## src/rtl/text_scroller.sv

```systemverilog
// Message buffer and right-to-left scroll sequencer feeding per-digit letter decoders.
// Optional build macro SCROLL_LOOP_EN: repeat the pass until stop/reset instead of returning to IDLE.
module text_scroller #(
    parameter int N_DIGITS  = 4,
    parameter int MSG_DEPTH = 32,
    parameter int ADDR_W    = 5,
    parameter int TICK_DIV  = 25_000_000
) (
    input  logic                    clock,
    input  logic                    reset,
    input  logic                    wr_en,
    input  logic [ADDR_W-1:0]       wr_addr,
    input  logic [4:0]              wr_data,
    input  logic [ADDR_W:0]         msg_len,
    input  logic                    start,
    input  logic                    stop,
    output logic [5*N_DIGITS-1:0]   letras,
    output logic                    busy,
    output logic                    pass_done
);

    // state  | meaning
    // IDLE   | digits blank, waiting for start with a non-zero length
    // SCROLL | window position k advances once per TICK_DIV clocks

    localparam int K_W   = $clog2(MSG_DEPTH + N_DIGITS + 1);
    localparam int CNT_W = $clog2(TICK_DIV);
    localparam logic [CNT_W-1:0] TICK_LOAD = CNT_W'(TICK_DIV - 1);
    localparam logic [ADDR_W:0]  LEN_MAX   = (ADDR_W+1)'(MSG_DEPTH);

    typedef enum logic {IDLE, SCROLL} state_t;

    state_t                  state_q, state_d;
    logic [K_W-1:0]          k_q, k_d;
    logic [CNT_W-1:0]        cnt_q, cnt_d;
    logic [ADDR_W:0]         len_q, len_d;
    logic [5*N_DIGITS-1:0]   letras_d;
    logic                    busy_d;
    logic                    pass_done_d;
    logic [5*N_DIGITS-1:0]   window;
    logic [K_W-1:0]          end_k;
    logic [4:0]              buffer [MSG_DEPTH];

    // Buffer is deliberately left out of reset so a message survives it.
    always_ff @(posedge clock) begin
        if (wr_en) begin
            buffer[wr_addr] <= wr_data;
        end
    end

    // Digit j shows buffer[k-1-j] when that index falls inside the latched message.
    always_comb begin
        int idx;
        idx    = 0;
        window = '0;
        for (int j = 0; j < N_DIGITS; j++) begin
            idx = int'(k_q) - 1 - j;
            if (idx >= 0 && idx < int'(len_q)) begin
                window[5*j +: 5] = buffer[idx[ADDR_W-1:0]];
            end
        end
    end

    assign end_k = K_W'(len_q) + K_W'(N_DIGITS - 1);

    always_comb begin
        state_d     = state_q;
        k_d         = k_q;
        cnt_d       = cnt_q;
        len_d       = len_q;
        letras_d    = '0;
        busy_d      = 1'b0;
        pass_done_d = 1'b0;
        case (state_q)
            IDLE: begin
                if (start && !stop && msg_len != '0) begin
                    state_d = SCROLL;
                    k_d     = K_W'(1);
                    cnt_d   = TICK_LOAD;
                    len_d   = (msg_len > LEN_MAX) ? LEN_MAX : msg_len;
                    busy_d  = 1'b1;
                end
            end
            SCROLL: begin
                busy_d   = 1'b1;
                letras_d = window;
                if (stop) begin
                    state_d  = IDLE;
                    k_d      = '0;
                    cnt_d    = '0;
                    busy_d   = 1'b0;
                    letras_d = '0;
                end else if (cnt_q == '0) begin
                    cnt_d = TICK_LOAD;
                    if (k_q == end_k) begin
                        pass_done_d = 1'b1;
`ifdef SCROLL_LOOP_EN
                        k_d = K_W'(1);
`else
                        state_d  = IDLE;
                        k_d      = '0;
                        cnt_d    = '0;
                        busy_d   = 1'b0;
                        letras_d = '0;
`endif
                    end else begin
                        k_d = k_q + K_W'(1);
                    end
                end else begin
                    cnt_d = cnt_q - CNT_W'(1);
                end
            end
            default: begin
                state_d = IDLE;
            end
        endcase
    end

    always_ff @(posedge clock) begin
        if (reset) begin
            state_q   <= IDLE;
            k_q       <= '0;
            cnt_q     <= '0;
            len_q     <= '0;
            letras    <= '0;
            busy      <= 1'b0;
            pass_done <= 1'b0;
        end else begin
            state_q   <= state_d;
            k_q       <= k_d;
            cnt_q     <= cnt_d;
            len_q     <= len_d;
            letras    <= letras_d;
            busy      <= busy_d;
            pass_done <= pass_done_d;
        end
    end

endmodule

```

## config.mk

```make
export PLATFORM = sky130hd
export DESIGN_NAME = text_scroller
export DESIGN_NICKNAME = d
export VERILOG_FILES = /design/src/rtl/text_scroller.sv
export SDC_FILE = /design/constraint.sdc
export NUM_CORES = 1
export LEC_CHECK = 0
export BUFFER_PORTS_ARGS = -buffer_cell sky130_fd_sc_hd__clkbuf_2
export CORE_MARGIN = 5
export CORE_UTILIZATION = 55
export CTS_CLUSTER_SIZE = 10
export DETAILED_ROUTE_END_ITERATION = 8
export PLACE_DENSITY = 0.74
export SLEW_MARGIN = 10
export SYNTH_ARGS = -nofsm -noshare
export SYNTH_HDL_FRONTEND = slang
export SYNTH_SLANG_ARGS = --single-unit
```

## constraint.sdc

```tcl
create_clock -name clock -period 16.4 [get_ports clock]
set_input_delay 2.46 -clock clock [delete_from_list [all_inputs] [get_ports clock]]
set_output_delay 2.46 -clock clock [all_outputs]
set_load 0.01 [all_outputs]
```

* Yosys cells after proc, flatten, opt, wreduce, memory -nomap -nowiden
Memories as Yosys holds them, arrays and structs flattened. Cells that the tools add are included.
Storage, ports and cells: register bits after elaboration 59, latch bits 0, word-level logic and storage cells 66, bits in writable memories 160, memories 1, input port bits 21, memory bits (read-only) 0, output and inout port bits 22
Memory list:
- buffer | words 32, bits a word 5, rd ports 4, clocked after memory_dff 0, write ports 1, line 42 | logic [4:0] buffer [MSG_DEPTH];
Cells by class: add/sub/neg operators 7, reductions and logical operators 13, eq/ne operators 3, multiply operators 0, multiplexer cells 25, $lt $le $gt $ge 9, shifts and indexed selects 0, div/mod/pow operators 0, bitwise operators 2
Operators with widths (count):
- 25-bit two-way mux | 4
- 32-bit by 1-bit >= comparator with 1-bit output, second input constant | 2
- 32-bit by 7-bit < comparator with 1-bit output | 2
- 25-bit case mux with 2 select lines | 1
- 20-bit two-way mux | 2
- 6-bit two-way mux | 5
- 25-bit zero test | 1
- 25-bit by 1-bit subtractor with 25-bit output, second input constant | 1
- 5-bit two-way mux | 4
- 7-bit by 3-bit subtractor with 8-bit output, second input constant | 2
- 6-bit case mux with 2 select lines | 1
- 8-bit by 1-bit >= comparator with 1-bit output, second input constant | 1
- 8-bit by 7-bit < comparator with 1-bit output | 1
- 7-bit by 2-bit subtractor with 8-bit output, second input constant | 1
- 7-bit by 1-bit >= comparator with 1-bit output, second input constant | 1
- 7-bit < comparator | 1
- 1-bit two-way mux | 7
- 6-bit by 1-bit subtractor with 7-bit output, second input constant | 1
- 6-bit by 1-bit adder with 6-bit output, second input constant | 1
- 6-bit by 2-bit adder with 6-bit output, second input constant | 1
- 6-bit == test | 1
- 6-bit greater-than comparator, second input constant | 1
- 1-bit logical AND | 6
- 6-bit nonzero test | 1
- other kinds (8) | 10

* Longest topological paths before layout
depth in word-level cells 7, gate-level depth with buffers 20, gate-level depth less buffers 15

* Worst setup path after synthesis
Ideal clock, no wire load.
path type reg2reg, start point register k_q[0], end point register letras[13], period minus slack after synthesis 5171 ps, arrival 5047 ps, stages on the path, launching flop included 17, slack 11229 ps, required time 16276 ps, cell sequence dfxtp_1 > buf_1 > inv_1 > buf_1 > ha_1 > buf_2 > buf_1 > clkbuf_1 > clkbuf_1 > inv_1 > ha_1 > buf_1 > buf_1 > mux4_2 > mux2i_1 > mux2_2 > o22ai_1
On the way: word-level cells in the longest chain between the ends 7
Ends and longest elaborated chain:
- from (decl) | line 34 | logic [K_W-1:0] k_q, k_d;
- from (signal assigned) | line 130 | k_q <= k_d;
- 6-bit by 1-bit subtractor with 7-bit output | line 57 | idx = int'(k_q) - 1 - j;
- 7-bit by 3-bit subtractor with 8-bit output | line 57
- 32-bit by 1-bit >= comparator with 1-bit output or 32-bit by 7-bit < comparator with 1-bit output (tied branches) | line 58 | if (idx >= 0 && idx < int'(len_q)) begin
- 1-bit logical AND | line 58
- 5-bit two-way mux | line 58
- 20-bit two-way mux | line 95 | if (k_q == end_k) begin
- 20-bit two-way mux (*) | line 93 | end else if (cnt_q == '0) begin
- to (signal assigned) | line 133 | letras <= letras_d;
- to (decl) | line 17 | output logic [5*N_DIGITS-1:0] letras,
Mark *: on every way between the ends. The rest lies on a longest branch, timed or not. A chain may end at the register's enable or synchronous reset.

* Worst setup path in the final report
Ends and elaborated chain as after synthesis.

==> results.tsv <==
metric	value	unit
Antenna Cells	0	
GRT met2 Usage	39.51	%
setup TNS	0	ps
routed wire length	36580	µm
sequential share of the synthesized area	44.54	%
most common cell in the synthesized netlist	mux4_2	
met3 usage	7.332	%
via count	9364	
ranking of synthesized cells by area	edfxtp_1, mux4_2, dfxtp_1	
cells after synthesis	969	
CTS tree	done	
startpoint types	flop	
RD Place Congestion	0.9204	
PnR worst setup slack	11510	ps
EDFF count, synth	160	
Warnings, synthesis	0	
CP Max Fanout	32	
CP bufs+invs	4	
later-pin clock latency in the skew report	550	ps
die area	0.02766	mm²
average size of a mapped cell	13.87	µm²
most frequent cells after synthesis	mux4_2, edfxtp_1, nor2_1, nand2_1, dfxtp_1	
root buffer cell	clkbuf_16	
status	finished, final reports clean	
Final setup viols	0	
Max Slew Vio Count	0	
Post CTS Setup Buffer Count	0	
LEAKAGE	0.004989	µW
num rows	57	
PortBufs	42	
CTS H-tree lvls	1	
Total Nets Final	1047	
Yosys reg bits	219	
clock sinks	219	
placed cell count	1285	
area grow syn2layout	10.02	%
Hold Crit Start	len_q[5]$_SDFFE_PP0P_	
Most used DFF post-synth	edfxtp_1	
Least-Margin Pin Slew	1189	ps
RSZ-0062 raised after global routing	no	
CTS buffer count	27	
first-pass GRT wire length	57070	µm
Data arrival, critical path	5360	ps
Core Area	0.02418	mm²
gr busiest metal	met2	
fmax	204.4	MHz
DR DRC count	0	
# fillers	1814	
minimum clock period	4891	ps
maximum vdd ir drop	0.07512	mV
clk slew on worst S/H paths	60	ps
Crit. End Element	flop	
reg2reg start	k_q[0]$_SDFFE_PP0P_	
GR Overflow Total	0	
pwr dens	99.97	mW/mm²
crit path kind	reg2reg	
Async SR Flop Fraction	0	%
post-route cell area	0.01478	mm²
DPL Wire Length	25740	µm
cell taking the most area after synthesis	edfxtp_1	
Hold Violations, Final	0	
Rel. slew slack	20.47	%
fin util	61.15	%
Critical path origin	k_q[0]$_SDFFE_PP0P_	
delay-heaviest family, CP	buffers and inverters	
DR iter-0 viols	1425	
pre-CTS setup slack	11530	ps
GRT Util Overall	26.58	%
number of global-route vias before repair	9350	
router iterations before antenna repair	5	
fin crit share	29.83	%
Vias per Instance	7.019	
slowest stage cell, crit path	xnor2_1	
syn nets	1026	
layout cells sized above 1	28.71	%
Cell Area, Placed	0.01396	mm²
M1 GR Usage	37.69	%
hold crit path type	reg2reg	
Final ANT Viol Nets	0	
synthesized area	0.01344	mm²
largest net degree at the start of global routing	74	
crit path cell chain	inv_1 -> ha_4 -> xor2_2 -> buf_4 -> inv_2 -> ha_1 -> xnor2_1 -> inv_1 -> ha_1 -> o211ai_1 -> a31oi_1 -> a2111oi_0 -> nand2_1 -> o22ai_1	
initial core utilization	55.58	%
Clock Path Buffers	3	
non-filler cells, final	1334	
die width	166.3	µm
peak per-stage delay on the critical path	890	ps
CP required	16870	ps
Yosys top cell area share	35.75	%
post-CTS sizing	0	
routed len/inst	27.42	µm
Final Skew	12.77	ps
height of the die	166.3	µm
CTS Hold Bufs	0	
initial antenna violation count	0	
post-synthesis cell type count	53	
I/O Pins	43	
max cap viols	0	
-- placed cells by master (no fill, tap or decap), types with 3 or more instances in the layout --
cell type | synthesis | layout
a21oi_1 | 41 | 41
a31oi_1 | 3 | 3
a32oi_1 | 10 | 10
and2_1 | 4 | 4
and3_1 | 7 | 7
buf_4 | 0 | 15
clkbuf_1 | 46 | 17
clkbuf_16 | 0 | 28
clkbuf_2 | 0 | 42
dfxtp_1 | 59 | 58
edfxtp_1 | 160 | 160
ha_1 | 36 | 34
inv_1 | 22 | 22
mux2_2 | 11 | 11
mux2i_1 | 35 | 35
mux4_2 | 175 | 175
nand2_1 | 60 | 60
nand2b_1 | 7 | 7
nand3_1 | 11 | 11
nand3b_1 | 13 | 13
nor2_1 | 84 | 84
nor2b_1 | 6 | 6
nor3_1 | 33 | 33
nor3b_1 | 3 | 3
nor4_1 | 9 | 9
o211ai_1 | 4 | 4
o21a_1 | 5 | 5
o21ai_0 | 27 | 27
o21bai_1 | 5 | 5
o22ai_1 | 10 | 10
or3_1 | 4 | 4
xnor2_1 | 15 | 12
xnor2_2 | 0 | 3
xor2_1 | 17 | 16
-- registers in the layout, summed over array words and instances (netlist names) --
| register | flops |
|---|---|
| state_q | 1 |
| cnt_q | 25 |
| k_q | 6 |
| len_q | 6 |
| pass_done | 1 |
| buffer | 160 |
| letras | 20 |
-- metrics by stage --
| stage | power (µW) | hold WS, ps |
|---|---|---|
| after floorplan | 853.7 | 454.4 |
| after global placement | 925.5 | 478.3 |
| after detailed placement | 929.2 | 486.2 |
| after CTS | 1480 | 503.9 |
| after global routing | 1535 | 535.3 |
| final | 1478 | 502.4 |
-- worst min-delay path, delay by kind of cell (launching register included) --
kind | cells | cell delay [ps]
and+or+nand+nor | 1 | 70
DFF | 1 | 330
AOI/OAI and AO/OA | 1 | 60
-- cell families (layout without fill, tap and decap cells) --
group / Yosys count / count (layout) / synth area share [%]
multiplexers: 221 / 221 / 32.86
XOR/XNOR: 33 / 33 / 2.253
AO/OA/AOI/OAI: 118 / 118 / 5.410
buffers and inverters: 90 / 131 / 2.570
adder cells (fa/ha/maj): 36 / 36 / 3.352
flip-flops: 219 / 219 / 44.54
AND/OR/NAND/NOR: 252 / 252 / 9.013
-- power breakdown --
group / internal, µW / total [µW] / leakage, µW / switching, µW
Clock: 327 / 556 / 0.000393 / 229
Sequential: 605 / 618 / 0.00192 / 13.5
Combinational: 145 / 304 / 0.00267 / 159
-- area by class of cell --
cell class	instances	area [µm²]	share of cell area [%]
clock inverters	2	28.78	0.1947
repair buffers	57	322.8	2.183
flip-flops and latches	219	5989	40.51
inverters	25	93.84	0.6347
clock buffers	47	792.0	5.357
well taps	324	405.4	2.742
multi-input cells	660	7152	48.38
-- per-layer routing --
layer,vias to the layer above,wire (µm)
met5,-,0
met4,0,1766
met3,93,4340
met2,637,16480
met1,4691,14000
li1,3943,-
-- final timing paths --
check / to / slack [ps] / cells past startpoint
setup / recovery: letras[13]$_SDFF_PP0_ / 11510 / 14
hold / removal: len_q[5]$_SDFFE_PP0P_ / 500 / 2
setup reg to reg: letras[13]$_SDFF_PP0_ / 11510 / 14
hold reg to reg: len_q[5]$_SDFFE_PP0P_ / 500 / 2
No activity file was read; power rests on OpenSTA's default activity.
